`config.mk`:
```
export PLATFORM = sky130hd
export DESIGN_NAME = dqm_frame_packer
export DESIGN_NICKNAME = d
export VERILOG_FILES = /design/src/rtl/dqm_pkg.sv /design/src/rtl/dqm_word_out_reg.sv /design/src/rtl/dqm_frame_packer.sv
export SDC_FILE = /design/constraint.sdc
export NUM_CORES = 1
export LEC_CHECK = 0
export ABC_AREA = 1
export BUFFER_PORTS_ARGS = -buffer_cell sky130_fd_sc_hd__buf_4
export CAP_MARGIN = 10
export CORE_ASPECT_RATIO = 1.4
export CORE_MARGIN = 2
export CORE_UTILIZATION = 48
export CTS_CLUSTER_DIAMETER = 40
export DETAILED_ROUTE_END_ITERATION = 7
export PLACE_DENSITY = 0.82
export SLEW_MARGIN = 20
export SYNTH_ARGS = -nofsm -noshare
export SYNTH_HDL_FRONTEND = slang
export SYNTH_SLANG_ARGS = --single-unit
export TNS_END_PERCENT = 5
```
`constraint.sdc`:
```
create_clock -name clk -period 5.63 [get_ports clk]
set_clock_uncertainty 0.1 [all_clocks]
set_input_delay 0.2815 -clock clk [delete_from_list [all_inputs] [get_ports clk]]
set_output_delay 0.2815 -clock clk [all_outputs]
set_load 0.02 [all_outputs]
```
`src/rtl/dqm_pkg.sv`:
```
// dqm_pkg: shared constants for the DQM frame packer (header size, FSM encoding, default sync)
package dqm_pkg;
    localparam int HDR_W = 48;
    localparam logic [1:0] ST_IDLE    = 2'd0;
    localparam logic [1:0] ST_PAYLOAD = 2'd1;
    localparam logic [1:0] ST_FLUSH   = 2'd2;
    localparam logic [15:0] SYNC_WORD_0 = 16'hFE6B;
    localparam logic [15:0] SYNC_WORD_1 = 16'h2840;
endpackage

```
`src/rtl/dqm_word_out_reg.sv`:
```
// dqm_word_out_reg: single-entry valid/ready holding register with sticky overflow on dropped words
module dqm_word_out_reg
    import dqm_pkg::*;
#(
    parameter int WORD_W = 32,
    parameter int NB_W   = 6
) (
    input  logic              clk,
    input  logic              rst_n,
    input  logic              push,
    input  logic [WORD_W-1:0] push_data,
    input  logic [NB_W-1:0]   push_nbits,
    input  logic              push_last,
    input  logic              amend_last,
    input  logic              out_ready,
    output logic [WORD_W-1:0] out_data,
    output logic              out_valid,
    output logic [NB_W-1:0]   out_nbits,
    output logic              out_last,
    output logic              overflow
);
    logic last_q;
    // A frame closing on a word boundary marks the pending word last in the same cycle it may be taken
    assign out_last = last_q | (amend_last & out_valid);
    // Load when empty or draining this cycle; otherwise a new word is lost and flagged
    always_ff @(posedge clk) begin
        if (!rst_n) begin
            out_data  <= '0;
            out_nbits <= '0;
            out_valid <= 1'b0;
            last_q    <= 1'b0;
            overflow  <= 1'b0;
        end else begin
            if (push && (!out_valid || out_ready)) begin
                out_data  <= push_data;
                out_nbits <= push_nbits;
                last_q    <= push_last;
                out_valid <= 1'b1;
            end else if (out_valid && out_ready) begin
                out_valid <= 1'b0;
                last_q    <= 1'b0;
            end else if (amend_last && out_valid) begin
                last_q <= 1'b1;
            end
            if (push && out_valid && !out_ready)
                overflow <= 1'b1;
        end
    end
endmodule

```
`src/rtl/dqm_frame_packer.sv`:
```
// dqm_frame_packer: checks the DQM frame header and packs gated payload bits MSB-first into words
module dqm_frame_packer #(
    parameter int WORD_W = 32,
    parameter int HDR_W  = dqm_pkg::HDR_W,
    parameter int CNT_W  = 16
) (
    input  logic                    clk,
    input  logic                    rst_n,
    input  logic                    serial_in,
    input  logic                    gate_in,
    input  logic [31:0]             sync_word,
    input  logic [CNT_W-1:0]        block_size,
    output logic [WORD_W-1:0]       out_data,
    output logic                    out_valid,
    input  logic                    out_ready,
    output logic                    out_last,
    output logic [$clog2(WORD_W):0] out_nbits,
    output logic [15:0]             dqm_value,
    output logic                    hdr_ok,
    output logic                    frame_done,
    output logic                    length_err,
    output logic                    overflow,
    output logic [15:0]             frame_count
);
    import dqm_pkg::*;
    localparam int NB_W = $clog2(WORD_W) + 1;
    logic [1:0]        state;
    logic [HDR_W-1:0]  hdr;
    logic [WORD_W-1:0] acc, acc_nx, push_data;
    logic [NB_W-1:0]   fill, fill_nx, pos, push_nbits;
    logic [CNT_W-1:0]  cnt;
    logic              sat, full, push, amend;
    // Accumulator and fill are zero in IDLE, so the first payload bit uses the same insert path
    always_comb begin
        pos        = NB_W'(WORD_W - 1) - fill;
        acc_nx     = acc | ({{(WORD_W-1){1'b0}}, serial_in} << pos);
        fill_nx    = fill + 1'b1;
        full       = gate_in && state != ST_FLUSH && fill_nx == NB_W'(WORD_W);
        push       = full || (state == ST_FLUSH && fill != '0);
        push_data  = full ? acc_nx : acc;
        push_nbits = full ? NB_W'(WORD_W) : fill;
        amend      = fill == '0 && (state == ST_FLUSH || (state == ST_PAYLOAD && !gate_in));
    end
    // Header shifting, frame FSM, payload packing and per-frame status
    always_ff @(posedge clk) begin
        if (!rst_n) begin
            state       <= ST_IDLE;
            hdr         <= '0;
            acc         <= '0;
            fill        <= '0;
            cnt         <= '0;
            sat         <= 1'b0;
            hdr_ok      <= 1'b0;
            dqm_value   <= '0;
            frame_done  <= 1'b0;
            length_err  <= 1'b0;
            frame_count <= '0;
        end else begin
            if (!gate_in)
                hdr <= {hdr[HDR_W-2:0], serial_in};
            frame_done <= state == ST_FLUSH;
            if (state == ST_FLUSH) begin
                length_err  <= sat || cnt != block_size;
                frame_count <= frame_count + 16'd1;
                acc         <= '0;
                fill        <= '0;
                state       <= ST_IDLE;
            end else if (gate_in) begin
                if (state == ST_IDLE) begin
                    hdr_ok    <= hdr[HDR_W-1 -: 32] == sync_word;
                    dqm_value <= hdr[15:0];
                    cnt       <= CNT_W'(1);
                    sat       <= 1'b0;
                    state     <= ST_PAYLOAD;
                end else begin
                    cnt <= &cnt ? cnt : cnt + 1'b1;
                    sat <= sat | (&cnt);
                end
                acc  <= full ? '0 : acc_nx;
                fill <= full ? '0 : fill_nx;
            end else if (state == ST_PAYLOAD) begin
                state <= ST_FLUSH;
            end
        end
    end
    dqm_word_out_reg #(.WORD_W(WORD_W), .NB_W(NB_W)) u_out (
        .clk        (clk),
        .rst_n      (rst_n),
        .push       (push),
        .push_data  (push_data),
        .push_nbits (push_nbits),
        .push_last  (!full),
        .amend_last (amend),
        .out_ready  (out_ready),
        .out_data   (out_data),
        .out_valid  (out_valid),
        .out_nbits  (out_nbits),
        .out_last   (out_last),
        .overflow   (overflow)
    );
endmodule
```
# == Word-level counts from Yosys, hierarchy flattened ==
# Index checks and enable logic that the tools add are counted.
# classes
n_mul,0
eq_ne,8
n_shift,1
n_div,0
magnitude_cmp,0
mux,15
n_bitwise,6
add_sub_neg,4
reduce_logical,30
# op_table
cell,count
$mux W32,2
$add A16 B1 Y16 const B,2
$eq A32 B32 Y1,1
$mux W16,2
$or A32 B32 Y32,1
$shl A1 B6 Y32,1
$ne A16 B16 Y1,1
$reduce_and A16 Y1,1
$mux W6,2
$logic_and A1 B1 Y1,10
$add A6 B1 Y6 const B,1
$eq A6 B6 Y1 const B,1
$logic_not A6 Y1,1
$mux W1,6
$mux W2,3
$reduce_and A3 Y1,2
$reduce_bool A6 Y1,1
$sub A5 B6 Y6 const A,1
$logic_not A1 Y1,4
$logic_or A1 B1 Y1,4
$ne A2 B2 Y1 const B,2
$reduce_and A2 Y1,2
$reduce_bool A2 Y1,2
$reduce_bool A3 Y1,1
other kinds (8),10
# totals
register_bits,181
latchBits,0
n_memories,0
inputBits,53
out_inout_bits,76
word_cells,80
mem_bits_rw,0
romBits,0

# == Logic depth before layout (Yosys ltp) ==
# logic_depth
depth_word,8
depth_mapped,13
depth_no_buf,12

# == Cells and area by module ==
# Synthesis repeated with hierarchy kept, for this count alone.
# unflattened
hier_cells,1224
hier_area_um2,8443.1
# by_module_without_submodules
module,instances,cells_per_inst,area_each_um2,seq_area_each_um2
dqm_frame_packer,1,957,6682.7,2802.7
dqm_word_out_reg,1,267,1760.4,820.8

# == Least setup slack after synthesis ==
# No wires, ideal clock.
# synth_path
path_type,register -> register
start,register fill[0]
end,register u_out.out_data[17]
arrival_time_ns,1.685
t_required_ns,5.398
n_path_buf,2
path_stages_with_launch,13
setup_ns,0.132
setup_slack_ns,3.713
cell_sequence,dfxtp_1 ha_1 nand2_1 nand2_1 nand2_1 nor2_2 nand3_4 nand2_4 nand2_2 buf_6 buf_6 nand2_1 a21oi_1
# synth_via
elab_chain_cells,5
# synth_lines
element,line,text
"start, declared",dqm_frame_packer.sv:30,"logic [NB_W-1:0] fill, fill_nx, pos, push_nbits;"
"start signal, assigned",dqm_frame_packer.sv:80,fill <= full ? '0 : fill_nx;
$add A6 B1 Y6,dqm_frame_packer.sv:37,fill_nx = fill + 1'b1;
$eq A6 B6 Y1,dqm_frame_packer.sv:38,full = gate_in && state != ST_FLUSH && fill_nx == NB_W'(WORD_W);
$logic_and A1 B1 Y1,dqm_frame_packer.sv:38,
$logic_or A1 B1 Y1,dqm_frame_packer.sv:39,push = full || (state == ST_FLUSH && fill != '0);
$logic_and A1 B1 Y1,dqm_word_out_reg.sv:34,if (push && (!out_valid || out_ready)) begin
"end signal, assigned",dqm_word_out_reg.sv:35,out_data <= push_data;
"end, declared",dqm_word_out_reg.sv:16,"output logic [WORD_W-1:0] out_data,"
# Parallel ways exist; a longest one is shown, timed or not.
# A chain may end at the register's enable or synchronous reset.

# == Worst setup path after layout ==
# layout_path
start,register fill[1]
end,register u_out.out_data[13]
# The elaborated chain is that of the path after synthesis.

==> impl_metrics.ini <==
[synth]
ys_seq_area_share_pct = 46.25
syn_nets = 1147
avgSynthCellArea_sq_um = 7.195
synth_edf_count = 0
async_reset_ff_share_pct = 0
yosysWarnings = 0
synthDistinctLibCells = 37
ys.flop_type = dfxtp_1
synth_seq_cells = 181
syn_area_sq_mm = 0.007835
syn_inst = 1089

[critical_path]
crit_type = reg -> reg
endpoint_kind = flip-flop
worstPathArrival_ps = 2910
crit_path_start_kind = flip-flop
crit_fanout = 39
worst_ep_required_time_ps = 5820

[floorplan]
die_x_um = 112.0
dieArea_sq_mm = 0.01738
placeableCoreArea_sq_mm = 0.01610
io_pins = 129
initial_core_util_pct = 48.66
die_y_um = 155.2
rows = 55

[clocking]
cts.repair.resized = 0
clockRootBuffer = clkbuf_16
cts_tree = yes
cts.sinks = 181
clock_latency_ps = 440
htree_levels = 4
hold_buffers = 0
clk_path_buf_depth = 2
numCtsBuffers = 17
clkTransAtPathRegs_ps = 70
post_cts_buffers = 0

[grt]
gr-total-overflow = 0
antenna_found_initial = 0
grt_max_degree = 97
grt_pass1_vias = 6956
grtUsageTotal_pct = 22.37
grt_first_pass_wirelength_mm = 31.83

[finish]
antenna_cells = 0
area_growth_pct = 20.55
drive_gt1_share_pct = 15.50
fin_util_pct = 58.66
final_common_cell = nand2_1
mostFrequentLayoutCells = nand2_1 (202), dfxtp_1 (181), a21oi_1 (134), buf_4 (132), nor2_1 (119)
fin_area_sq_mm = 0.009445
nets = 1245

[detailed_routing]
avgViaCountPerCell = 5.316
dr.pass1.iters = 5
drtIter0Drc = 412
wire_per_inst_um = 13.79
wl_mm = 19.29
num_vias = 7437
drc_errors = 0
antenna_left = 0

[timing]
relSlewSlack_pct = 29.43
worst_pin_slew_ps = 1055
report.final.slew_viol_count = 0
finalSetupViolCount = 0
period_share_pct = 48.41
rsz0062_at_grt = false
fmax_mhz = 366.9
fin_crit_ps = 2726
hold_viol = 0
setup_tns_ps = 0
layout_setup_ws_ps = 2904

[power]
p_per_area_mw_per_mm2 = 297.1
vdd_drop_max_mv = 0.2048
p_leak_nw = 3.826

[placement]
gp_congestion = 0.9206
portBuffers = 128
place_ws_ps = 2818
dp.final_hpwl_mm = 13.94
placed_cell_area_sq_mm = 0.008833

[flow_run]
maxCapViolCount = 0

[outcome]
status = finished, final reports clean

[min_path]
hp-class = in -> reg
## path summary, 6_finish.rpt
path | start | to | slack [ps] | depth (start not counted)
hold reg to reg | acc[23] | acc[23] | 350 | 2
hold / removal | serial_in | acc[16] | 100 | 3
setup / recovery | fill[1] | u_out.out_data[13] | 2900 | 10
setup reg to reg | fill[1] | u_out.out_data[13] | 2900 | 10
## cells by family (layout without fill, tap and decap cells)
logic type      count (synthesis)  after routing  share of synthesized area, %
fa+ha+maj                       5              5                        0.7985
xor+xnor                       19             19                         2.124
flops                         181            181                         46.25
compound gates                228            228                         15.09
buf+inv                       168            279                         8.591
simple gates                  488            488                         27.15
## through the flow
step | total power [mW] | hold WS (ps) | std cells
after global routing | 2.906 | 110.7 | 1399
after floorplan | 1.521 | 326.1 | 1089
after global placement | 1.604 | 334.8 | 1367
after detailed placement | 1.610 | 339.9 | 1367
final | 2.806 | 101.4 | 1399
after CTS | 2.825 | 90.37 | 1399
## registers in the layout, summed over array words and instances (netlist names), 2 cells and up
register,flops
frame_count,16
hdr,48
dqm_value,16
u_out.out_nbits,6
u_out.out_data,32
cnt,16
state,2
acc,32
fill,6
## Yosys cell counts (2+ instances only)
| cell type | count | share of area, % |
|---|---|---|
| nand2_1 | 202 | 9.7 |
| dfxtp_1 | 181 | 46 |
| a21oi_1 | 134 | 8.6 |
| nor2_1 | 119 | 5.7 |
| inv_1 | 112 | 5.4 |
| nand3_1 | 102 | 6.5 |
| o21ai_0 | 75 | 4.8 |
| clkbuf_1 | 36 | 1.7 |
| nand4_1 | 25 | 2.0 |
| nor3_1 | 19 | 1.2 |
| xor2_1 | 11 | 1.2 |
| buf_2 | 10 | 0.64 |
| xnor2_1 | 8 | 0.89 |
| o22ai_1 | 7 | 0.56 |
| ha_1 | 5 | 0.80 |
| a31oi_1 | 4 | 0.32 |
| buf_4 | 4 | 0.38 |
| nand2_2 | 4 | 0.32 |
| nor2_2 | 4 | 0.32 |
| inv_2 | 3 | 0.14 |
| or2_2 | 3 | 0.24 |
| buf_6 | 2 | 0.29 |
| nand3b_1 | 2 | 0.19 |
| nor3_2 | 2 | 0.26 |
| nor3b_1 | 2 | 0.19 |
| o2111ai_1 | 2 | 0.22 |
## critical path, cell delays in order (launching register included)
cell     delay, ps
dfxtp_1        520
ha_1           280
nand2_1         90
nand2_1        100
nand2_1         60
nor2_2         210
nand3_4        160
nand2_4        300
nand2_2        470
nand2_1        180
a21oi_1         80
## report_power, final
part	switching, mW	internal (mW)	leakage [nW]
clock network	0.508	0.715	0.287
registers	0.0325	1.32	1.47
logic	0.148	0.0857	2.07
## layer usage
layer	wire (um)	share of wire [%]	vias up	global-route usage (%)
met1	7732	40	3404	25.57
met5	0	0	-	0
met2	9986	52	225	40.38
met4	538	2.8	0	9.233
met3	1036	5.4	42	4.831
li1	-	-	3766	-
## final cells by class
| cell class | count | area [sq um] |
|---|---|---|
| Clock inverter | 13 | 168.9 |
| Clock buffer | 19 | 442.9 |
| Fill cell | 1501 | 6658 |
| Inverter | 115 | 431.7 |
| Tap cell | 199 | 249.0 |
| Sequential cell | 181 | 3623 |
| Multi-Input combinational cell | 740 | 3538 |
| Timing Repair Buffer | 132 | 991.0 |
(Power assumes the default switching activity.)
